<file path="config.mk">
export PLATFORM = sky130hd
export DESIGN_NAME = instr_fetch_flat
export DESIGN_NICKNAME = d
export VERILOG_FILES = /design/src/rtl/mips_fetch_pkg.sv /design/src/rtl/instr_fetch_if.sv /design/src/rtl/fetch_fifo.sv /design/src/rtl/instr_fetch.sv /design/src/flat_wrapper.sv
export SDC_FILE = /design/constraint.sdc
export NUM_CORES = 1
export LEC_CHECK = 0
export ABC_AREA = 1
export BUFFER_PORTS_ARGS = -buffer_cell sky130_fd_sc_hd__buf_2
export CORE_MARGIN = 3
export CORE_UTILIZATION = 55
export DETAILED_ROUTE_END_ITERATION = 8
export GPL_TIMING_DRIVEN = 0
export HOLD_SLACK_MARGIN = 0.08
export MAX_ROUTING_LAYER = met4
export PLACE_DENSITY = 0.83
export SLEW_MARGIN = 15
export SYNTH_ARGS = -nofsm -noshare
export SYNTH_HDL_FRONTEND = slang
export SYNTH_SLANG_ARGS = --single-unit
</file>
<file path="constraint.sdc">
create_clock -name Clk -period 2.2 [get_ports Clk]
set_input_delay 0.11 -clock Clk [delete_from_list [all_inputs] [get_ports Clk]]
set_output_delay 0.11 -clock Clk [all_outputs]
set_load 0.005 [all_outputs]
</file>
<file path="src/rtl/mips_fetch_pkg.sv">
// ---------------------------------------------------------------------------
// mips_fetch_pkg : shared types and constants for the instruction fetch slice
// Revision 1.0 - initial release
// ---------------------------------------------------------------------------
`default_nettype none

package mips_fetch_pkg;

  localparam logic [31:0] RESET_PC     = 32'h0000_3000;
  localparam int          FETCH_DEPTH  = 2;
  localparam int          FETCH_PTR_W  = $clog2(FETCH_DEPTH);
  localparam int          FETCH_CNT_W  = $clog2(FETCH_DEPTH + 1);

  typedef enum logic [1:0] {
    IDLE = 2'd0,
    REQ  = 2'd1,
    DROP = 2'd2
  } fetch_state_e;

  typedef struct packed {
    logic [31:0] pc;
    logic [31:0] instr;
  } fetch_entry_t;

endpackage

`default_nettype wire

</file>
<file path="src/rtl/instr_fetch_if.sv">
// ---------------------------------------------------------------------------
// instr_fetch_if : instruction-memory request/acknowledge bus
// Revision 1.0 - initial release
// ---------------------------------------------------------------------------
`default_nettype none

interface instr_fetch_if;
  logic        ImReq;
  logic [31:0] ImAddr;
  logic        ImAck;
  logic [31:0] ImData;

  modport master (output ImReq, output ImAddr, input ImAck, input ImData);
  modport slave  (input ImReq, input ImAddr, output ImAck, output ImData);
endinterface

`default_nettype wire

</file>
<file path="src/rtl/fetch_fifo.sv">
// ---------------------------------------------------------------------------
// fetch_fifo : small FIFO of fetched {pc, instr} entries toward decode
// Revision 1.0 - initial release
// ---------------------------------------------------------------------------
`default_nettype none

module fetch_fifo
  import mips_fetch_pkg::*;
(
  input  logic                   clk,
  input  logic                   rst_n,
  input  logic                   clear,
  input  logic                   push,
  input  fetch_entry_t           push_entry,
  input  logic                   pop,
  output fetch_entry_t           head_entry,
  output logic [FETCH_CNT_W-1:0] count,
  output logic                   empty,
  output logic                   full
);

  fetch_entry_t           mem [FETCH_DEPTH];
  fetch_entry_t           last_head;
  logic [FETCH_PTR_W-1:0] head;
  logic [FETCH_PTR_W-1:0] tail;
  logic                   do_push;
  logic                   do_pop;

  assign empty   = (count == '0);
  assign full    = (count == FETCH_CNT_W'(FETCH_DEPTH));
  assign do_pop  = pop & ~empty;
  assign do_push = push & (~full | do_pop);

  // Decode keeps seeing the most recent head once the FIFO drains.
  assign head_entry = empty ? last_head : mem[head];

  always_ff @(posedge clk or negedge rst_n) begin
    if (!rst_n) begin
      for (int i = 0; i < FETCH_DEPTH; i++) begin
        mem[i] <= '0;
      end
      last_head <= '0;
      head      <= '0;
      tail      <= '0;
      count     <= '0;
    end else begin
      if (!empty) begin
        last_head <= mem[head];
      end
      if (clear) begin
        head  <= '0;
        tail  <= '0;
        count <= '0;
      end else begin
        if (do_push) begin
          mem[tail] <= push_entry;
          tail      <= tail + 1'b1;
        end
        if (do_pop) begin
          head <= head + 1'b1;
        end
        case ({do_push, do_pop})
          2'b10:   count <= count + 1'b1;
          2'b01:   count <= count - 1'b1;
          default: count <= count;
        endcase
      end
    end
  end

endmodule

`default_nettype wire

</file>
<file path="src/rtl/instr_fetch.sv">
// ---------------------------------------------------------------------------
// instr_fetch : issues instruction-memory requests and buffers results for decode
// Revision 1.0 - initial release
// ---------------------------------------------------------------------------
`default_nettype none

module instr_fetch
  import mips_fetch_pkg::*;
(
  input  logic                 Clk,
  input  logic                 ReSetN,
  input  logic [31:0]          PcIn,
  input  logic                 Flush,
  output logic                 Bobbles,
  instr_fetch_if.master        im,
  output logic                 IdValid,
  input  logic                 IdReady,
  output logic [31:0]          IdInstr,
  output logic [31:0]          IdPc
);

  fetch_state_e           state;
  fetch_state_e           state_next;
  logic                   req_q;
  logic                   req_next;
  logic [31:0]            addr_q;
  logic [31:0]            addr_next;
  logic                   push;
  logic                   pop;
  fetch_entry_t           push_entry;
  fetch_entry_t           head_entry;
  logic [FETCH_CNT_W-1:0] fifo_count;
  logic                   fifo_empty;
  logic                   fifo_full;

  assign im.ImReq   = req_q;
  assign im.ImAddr  = addr_q;
  assign IdValid    = (fifo_count != '0);
  assign IdInstr    = head_entry.instr;
  assign IdPc       = head_entry.pc;
  assign pop        = IdReady & ~fifo_empty;
  assign push_entry = '{pc: addr_q, instr: im.ImData};

  always_ff @(posedge Clk or negedge ReSetN) begin
    if (!ReSetN) begin
      state  <= IDLE;
      req_q  <= 1'b0;
      addr_q <= RESET_PC;
    end else begin
      state  <= state_next;
      req_q  <= req_next;
      addr_q <= addr_next;
    end
  end

  // Flush outranks everything: it clears the FIFO and suppresses issue/push.
  always_comb begin
    state_next = state;
    req_next   = req_q;
    addr_next  = addr_q;
    push       = 1'b0;
    Bobbles    = 1'b1;
    case (state)
      IDLE: begin
        if (!Flush && !fifo_full) begin
          state_next = REQ;
          req_next   = 1'b1;
          addr_next  = {PcIn[31:2], 2'b00};
        end
      end
      REQ: begin
        if (Flush) begin
          if (im.ImAck) begin
            state_next = IDLE;
            req_next   = 1'b0;
          end else begin
            state_next = DROP;
          end
        end else if (im.ImAck) begin
          push       = 1'b1;
          Bobbles    = 1'b0;
          state_next = IDLE;
          req_next   = 1'b0;
        end
      end
      DROP: begin
        if (im.ImAck) begin
          state_next = IDLE;
          req_next   = 1'b0;
        end
      end
      default: begin
        state_next = IDLE;
        req_next   = 1'b0;
      end
    endcase
  end

  fetch_fifo u_fifo (
    .clk        (Clk),
    .rst_n      (ReSetN),
    .clear      (Flush),
    .push       (push),
    .push_entry (push_entry),
    .pop        (pop),
    .head_entry (head_entry),
    .count      (fifo_count),
    .empty      (fifo_empty),
    .full       (fifo_full)
  );

endmodule

`default_nettype wire

</file>
<file path="src/flat_wrapper.sv">
// flat-port wrapper written by rule: the top's interface ports become plain ports
module instr_fetch_flat import mips_fetch_pkg::*;
  (Clk, ReSetN, PcIn, Flush, Bobbles, IdValid, IdReady, IdInstr, IdPc, im_ImReq, im_ImAddr, im_ImAck, im_ImData);
  instr_fetch_if im_i ();
  input  logic Clk;
  input  logic ReSetN;
  input  logic [31:0] PcIn;
  input  logic Flush;
  output logic Bobbles;
  output logic IdValid;
  input  logic IdReady;
  output logic [31:0] IdInstr;
  output logic [31:0] IdPc;
  output wire logic [$bits(im_i.ImReq)-1:0] im_ImReq;
  output wire logic [$bits(im_i.ImAddr)-1:0] im_ImAddr;
  input wire logic [$bits(im_i.ImAck)-1:0] im_ImAck;
  input wire logic [$bits(im_i.ImData)-1:0] im_ImData;
  assign im_ImReq = im_i.ImReq;
  assign im_ImAddr = im_i.ImAddr;
  assign im_i.ImAck = im_ImAck;
  assign im_i.ImData = im_ImData;
  instr_fetch u_core (.Clk(Clk), .ReSetN(ReSetN), .PcIn(PcIn), .Flush(Flush), .Bobbles(Bobbles), .im(im_i), .IdValid(IdValid), .IdReady(IdReady), .IdInstr(IdInstr), .IdPc(IdPc));
endmodule
</file>
Yosys cells after proc, flatten, opt, wreduce, memory -nomap -nowiden:

Cells that the tools add are included.

* shift-type cells: 0
* equal/unequal tests: 7
* divide/modulo/power cells: 0
* bitwise gates (word level): 9
* multipliers: 0
* add/subtract/negate cells: 4
* reductions and logical operators: 14
* order comparisons: 3
* mux-type cells: 27

Operators by type and width (number)
* 2-to-1 mux 64 bit: 5
* bitwise mux 128 bit: 1
* demux 64 bit (select 1 bit): 1
* 2-to-1 mux 1 bit: 12
* 2-to-1 mux 2 bit: 5
* equality test 2 bit (second input constant): 3
* one-hot mux 2 bit (3 select lines): 1
* AND reduction 2 bit: 3
* nonzero test 2 bit: 3
* equality test 2 x 1 -> 1 bit (second input constant): 2
* greater-or-equal comparator 2 bit (second input constant): 2
* zero test 2 bit: 2
* inequality test 2 x 1 -> 1 bit (second input constant): 2
* inverter 1 -> 2 bit: 2
* one-hot mux 2 bit (2 select lines): 1
* AND 1 bit: 3
* inverter 1 bit: 3
* nonzero test 3 bit: 1
* adder 1 bit (second input constant): 2
* adder 2 x 1 -> 2 bit (second input constant): 1
* logical AND 1 bit: 2
* zero test 1 bit: 2
* less-than comparator 2 x 1 -> 1 bit (second input constant): 1
* one-hot mux 1 bit (2 select lines): 1
* 3 further kinds: 3

* memory bits (read-only): 0
* register bits after elaboration: 229
* logic and storage cells: 76
* bits in writable memories: 0
* memories kept: 0
* output and inout port bits: 99
* input port bits: 69
* latch bits: 0

Longest topological paths before layout:

* depth after elaboration: 9
* mapped depth: 11
* gate-level depth less buffers: 9

Hierarchy:

A second synthesis with hierarchy kept.

* cell total of the unflattened synthesis: 1033
* area total of the unflattened synthesis: 9695.5 µm²

Modules (own cells, without submodules)
* fetch_fifo: area each 8249.2 µm², instances 1, cells an instance 862, seq. area each 4904.7 µm²
* instr_fetch: area each 1446.4 µm², instances 1, cells an instance 171, seq. area each 828.3 µm²

Worst setup path before layout:

Ideal clock, no wire load.

* kind: reg-to-reg
* from: register u_core.state[1]
* to: register u_core.u_fifo.mem[100] (netlist bit)
* library setup time: 0.116 ns
* buffers on the path: 2
* slack: 0.538 ns
* period minus slack after synthesis: 1.662 ns
* data arrival time: 1.546 ns
* data required time: 2.084 ns
* stages on the path, launching flop included: 12
* cells stage by stage: dfrtp_1 inv_1 ha_1 nand3_2 inv_1 nand2_1 buf_4 nor2_8 inv_2 buf_2 nand2_1 nand2_1

* cells in the longest elaborated chain, start to end: 4

RTL lines
* start, declared: RTL line instr_fetch.sv:22 `fetch_state_e state;`
* start signal, assigned: RTL line instr_fetch.sv:50 `state <= state_next;`
* equality test 2 x 1 -> 1 bit: RTL line instr_fetch.sv:63 `case (state)`
* 2-to-1 mux 1 bit: RTL line instr_fetch.sv:63
* AND 1 bit: RTL line fetch_fifo.sv:32 `assign do_push = push & (~full | do_pop);`
* AND reduction 2 bit (no line)
* end signal, assigned by index: RTL line fetch_fifo.sv:56 `mem[tail] <= push_entry;`
* end, declared: RTL line fetch_fifo.sv:22 `fetch_entry_t mem [FETCH_DEPTH];`

Every way passes these cells.
A chain may end at the register's enable or synchronous reset.

Final worst setup path:

* from: register u_core.u_fifo.count[1]
* to: output port IdPc[8]

* cells in the longest elaborated chain, start to end: 2

RTL lines
* start, declared: RTL line fetch_fifo.sv:17 `output logic [FETCH_CNT_W-1:0] count,`
* start signal, assigned: RTL line fetch_fifo.sv:63 `2'b10: count <= count + 1'b1;`
* start signal, assigned: RTL line fetch_fifo.sv:64 `2'b01: count <= count - 1'b1;`
* start signal, assigned: RTL line fetch_fifo.sv:65 `default: count <= count;`
* zero test 2 bit: RTL line fetch_fifo.sv:29 `assign empty = (count == '0);`
* 2-to-1 mux 64 bit
* end, declared: RTL line flat_wrapper.sv:13 `output logic [31:0] IdPc;`

Every way passes these cells.

==> results.toml <==
[finish]
layout_commonest_cell = "nand2_1"
fillers = 1141
multi_input_area_sq_mm = 0.003229
antenna_cells = 0
regArea_sq_mm = 0.005637
layout_common_cells = "386 x nand2_1, 220 x dfrtp_1, 177 x buf_2, 121 x a21oi_1, 68 x dlygate4sd3_1"
nNetsFinal = 1337
area_growth_pct = 29.93
drive_above_1_share_pct = 24.32
instances_no_fill = 1495
final_util_pct = 73.94
final_area_sq_mm = 0.01192

[worst_setup_path]
path_delay_family = "buffers and inverters"
slowest_delay_ps = 460
crit_arrival_ps = 2040
crit_buf_inv = 3
reg2regPathDepth = 11
cpMaxStageDelayCell = "dfrtp_2"
reg2reg_to = "u_core.u_fifo.mem[72]$_DFFE_PN0P_"
crit_path_end_kind = "output pin"
r2r_slack_ps = 110
r2r-start = "u_core.state[1]$_DFFE_PN0P_"
cpMostUsedCell = "a21oi_1"
path_cells = "nor2_4 -> buf_12 -> clkbuf_2 -> a21oi_1 -> a21oi_1 -> buf_2"
critPathLaunchType = "register"
critPathRequiredTime_ps = 2090
crit_type = "reg -> out"
startpoint = "u_core.u_fifo.count[1]$_DFFE_PN0P_"
path_max_fanout = 10

[timing]
fin_crit_sh_pct = 97.84
tightest_slew_ps = 578.7
finalClockSkew_ps = 8.673
setup_ws_ps = 47.41
finalHoldViolations = 0
setup_violations = 0
max-slew-margin-rel_pct = 61.29
fin_crit_ps = 2153
slew_viol_final = 0
max_freq_mhz = 464.6

[clock_tree]
cts_buffers = 23
h-tree-depth = 1
cts_tree = "done"
root_buffer = "clkbuf_16"
clkTransAtPathRegs_ps = 60
clkLatencyLatePin_ps = 510
clock-sinks = 225
clockBufferDepth = 3

[floorplanning]
core_sq_mm = 0.01612
dieArea_sq_mm = 0.01826
die-height_microns = 135.1
fp.dieW_microns = 135.1
initial_core_util_pct = 56.91
row_count = 46
ioPinCount = 168

[placement]
gp_congestion = 0.8153
dp_hpwl_microns = 15230
place_inst = 1383
placed_area_sq_mm = 0.01033
portBuffers = 163
place_ws_ps = 44.84

[drt]
dr_wl_met2_microns = 13040
routed.top_layer = "met4"
wl_met1_microns = 10210
drc = 0
firstDrtPassIters = 5
vias = 8022
drt_iter0_drc = 536
ant_nets = 0
wl_per_cell_microns = 16.94
wirelength_microns = 25320
dr_wl_met3_microns = 1625
vias_per_cell = 5.366

[global_routing]
antenna_found_initial = 0
track_usage_pct = 28.64
grt_pass1_vias = 8188
grt_overflow = 0
grt_pass1_wl_microns = 41060
grt_start_max_net_pins = 109

[logic_synthesis]
ys_types = 27
synth.area.top_cells = "dfrtp_1 61%, nand2_1 16%, a21oi_1 7.0%, mux2_2 3.7%, o21ai_0 3.5%"
synth_area_sq_mm = 0.009171
synth-edff-count = 0
synth_top_area_share_pct = 60.85
synth.ff_latch_count = 225
synthArstFlopShare_pct = 100.0
ys.flop_type = "dfrtp_1"
avgSynthCellArea_sq_um = 9.162
yosys.area.top_type = "dfrtp_1"
synthCells = 1001
synth_warnings = 0
ys_seq_area_share_pct = 61.42

[worst_hold_path]
min_path_type = "in -> async"

[pwr]
ir_worst_vdd_v = 0.0009985
cellPowerDensity_mw_per_mm2 = 1478
p_leak_nw = 6.159

[job]
cap_violations = 0

[outcome]
outcome = "finished, final reports clean"
## worst register-to-register path, stage by stage (launching register included)
cell and delay (ps):
dfrtp_2 450, inv_1 100, ha_2 210, nand3_2 140
inv_1 110, nand2_1 80, buf_4 210, nor2_8 170
buf_4 140, buf_2 230, nand2_1 120, nand2_1 80
## how the worst max path moves through the flow
| stage | endpoint | slack [ps] | depth (start not counted) |
|---|---|---|---|
| 6_report | IdPc[8] | 50 | 6 |
| 5_1_grt | IdInstr[10] | -40 | 7 |
| 4_1_cts | IdInstr[18] | 20 | 5 |
| 3_5_place_dp | IdInstr[18] | 40 | 8 |
| 3_3_place_gp | u_core.im.ImAddr[17]$_DFFE_PN0P_ | -2790 | 1 |
| 2_1_floorplan | u_core.u_fifo.mem[100]$_DFFE_PN0P_ | 540 | 11 |
## layer usage
layer  GRT usage, %  vias to the layer above
met5              -                        -
li1               -                     3748
met3          4.532                       42
met2          48.12                      328
met4          8.063                        0
met1          36.57                     3904
## area by class of cell
cell class              instances  share of cell area [%]
plain buffers                  61                   2.814
clock buffers                  29                   5.439
clock inverters                11                   1.018
inverters                      15                  0.4725
multi-input cells             699                   27.10
flip-flops and latches        225                   47.30
well taps                     216                   2.268
repair buffers                239                   13.59
## cell families after synthesis
group	count (synthesis)	share of synthesized area [%]
AND/OR/NAND/NOR	466	19.58
flip-flops	225	61.42
AO/OA/AOI/OAI	196	10.79
buffers and inverters	78	3.847
multiplexers	30	3.683
adder cells (fa/ha/maj)	4	0.5457
other	1	0.04089
XOR/XNOR	1	0.09552
## report_power, final
group	switching [W]	internal (W)	total, W
clock network	0.00160	0.00232	0.00392
registers	0.00113	0.00611	0.00724
logic	0.00381	0.00265	0.00646
## state kept, by name (all words and copies together), names as in the netlist
signal	flops
u_core.state	2
u_core.u_fifo.tail	1
u_core.u_fifo.mem	124
u_core.u_fifo.last_head	64
u_core.im.ImAddr	30
u_core.im.ImReq	1
u_core.u_fifo.head	1
u_core.u_fifo.count	2
## metrics by stage
stage	hold WS, ps	setup TNS [ps]	total power [W]
finish	245.5	0	0.01762
detailed placement	-64.51	0	0.01317
global placement	329.4	-620750	0.01285
floorplan	-185.6	0	0.01049
global route	301.0	-348.1	0.01878
CTS	284.2	0	0.01742
## Yosys cell counts, drive strengths merged, types with 2 or more instances
cell and number:
a21oi 129, buf 30, clkbuf 33, dfrtp 223
dfstp 2, ha 4, inv 14, mux2 30
nand2 386, nand3 10, nor2 69, o21ai 64
## what timing repair did
| item | 4_1_cts | 5_1_grt |
|---|---|---|
| hold endpoints to repair | 324 | 0 |
| pin swaps | 1 | 2 |
| resized for setup | 21 | 35 |
| hold buffers | 68 | 0 |
| buffers inserted | 3 | 3 |
| endpoints found under the setup margin | 65 | 121 |
No activity file was read; power rests on OpenSTA's default activity.
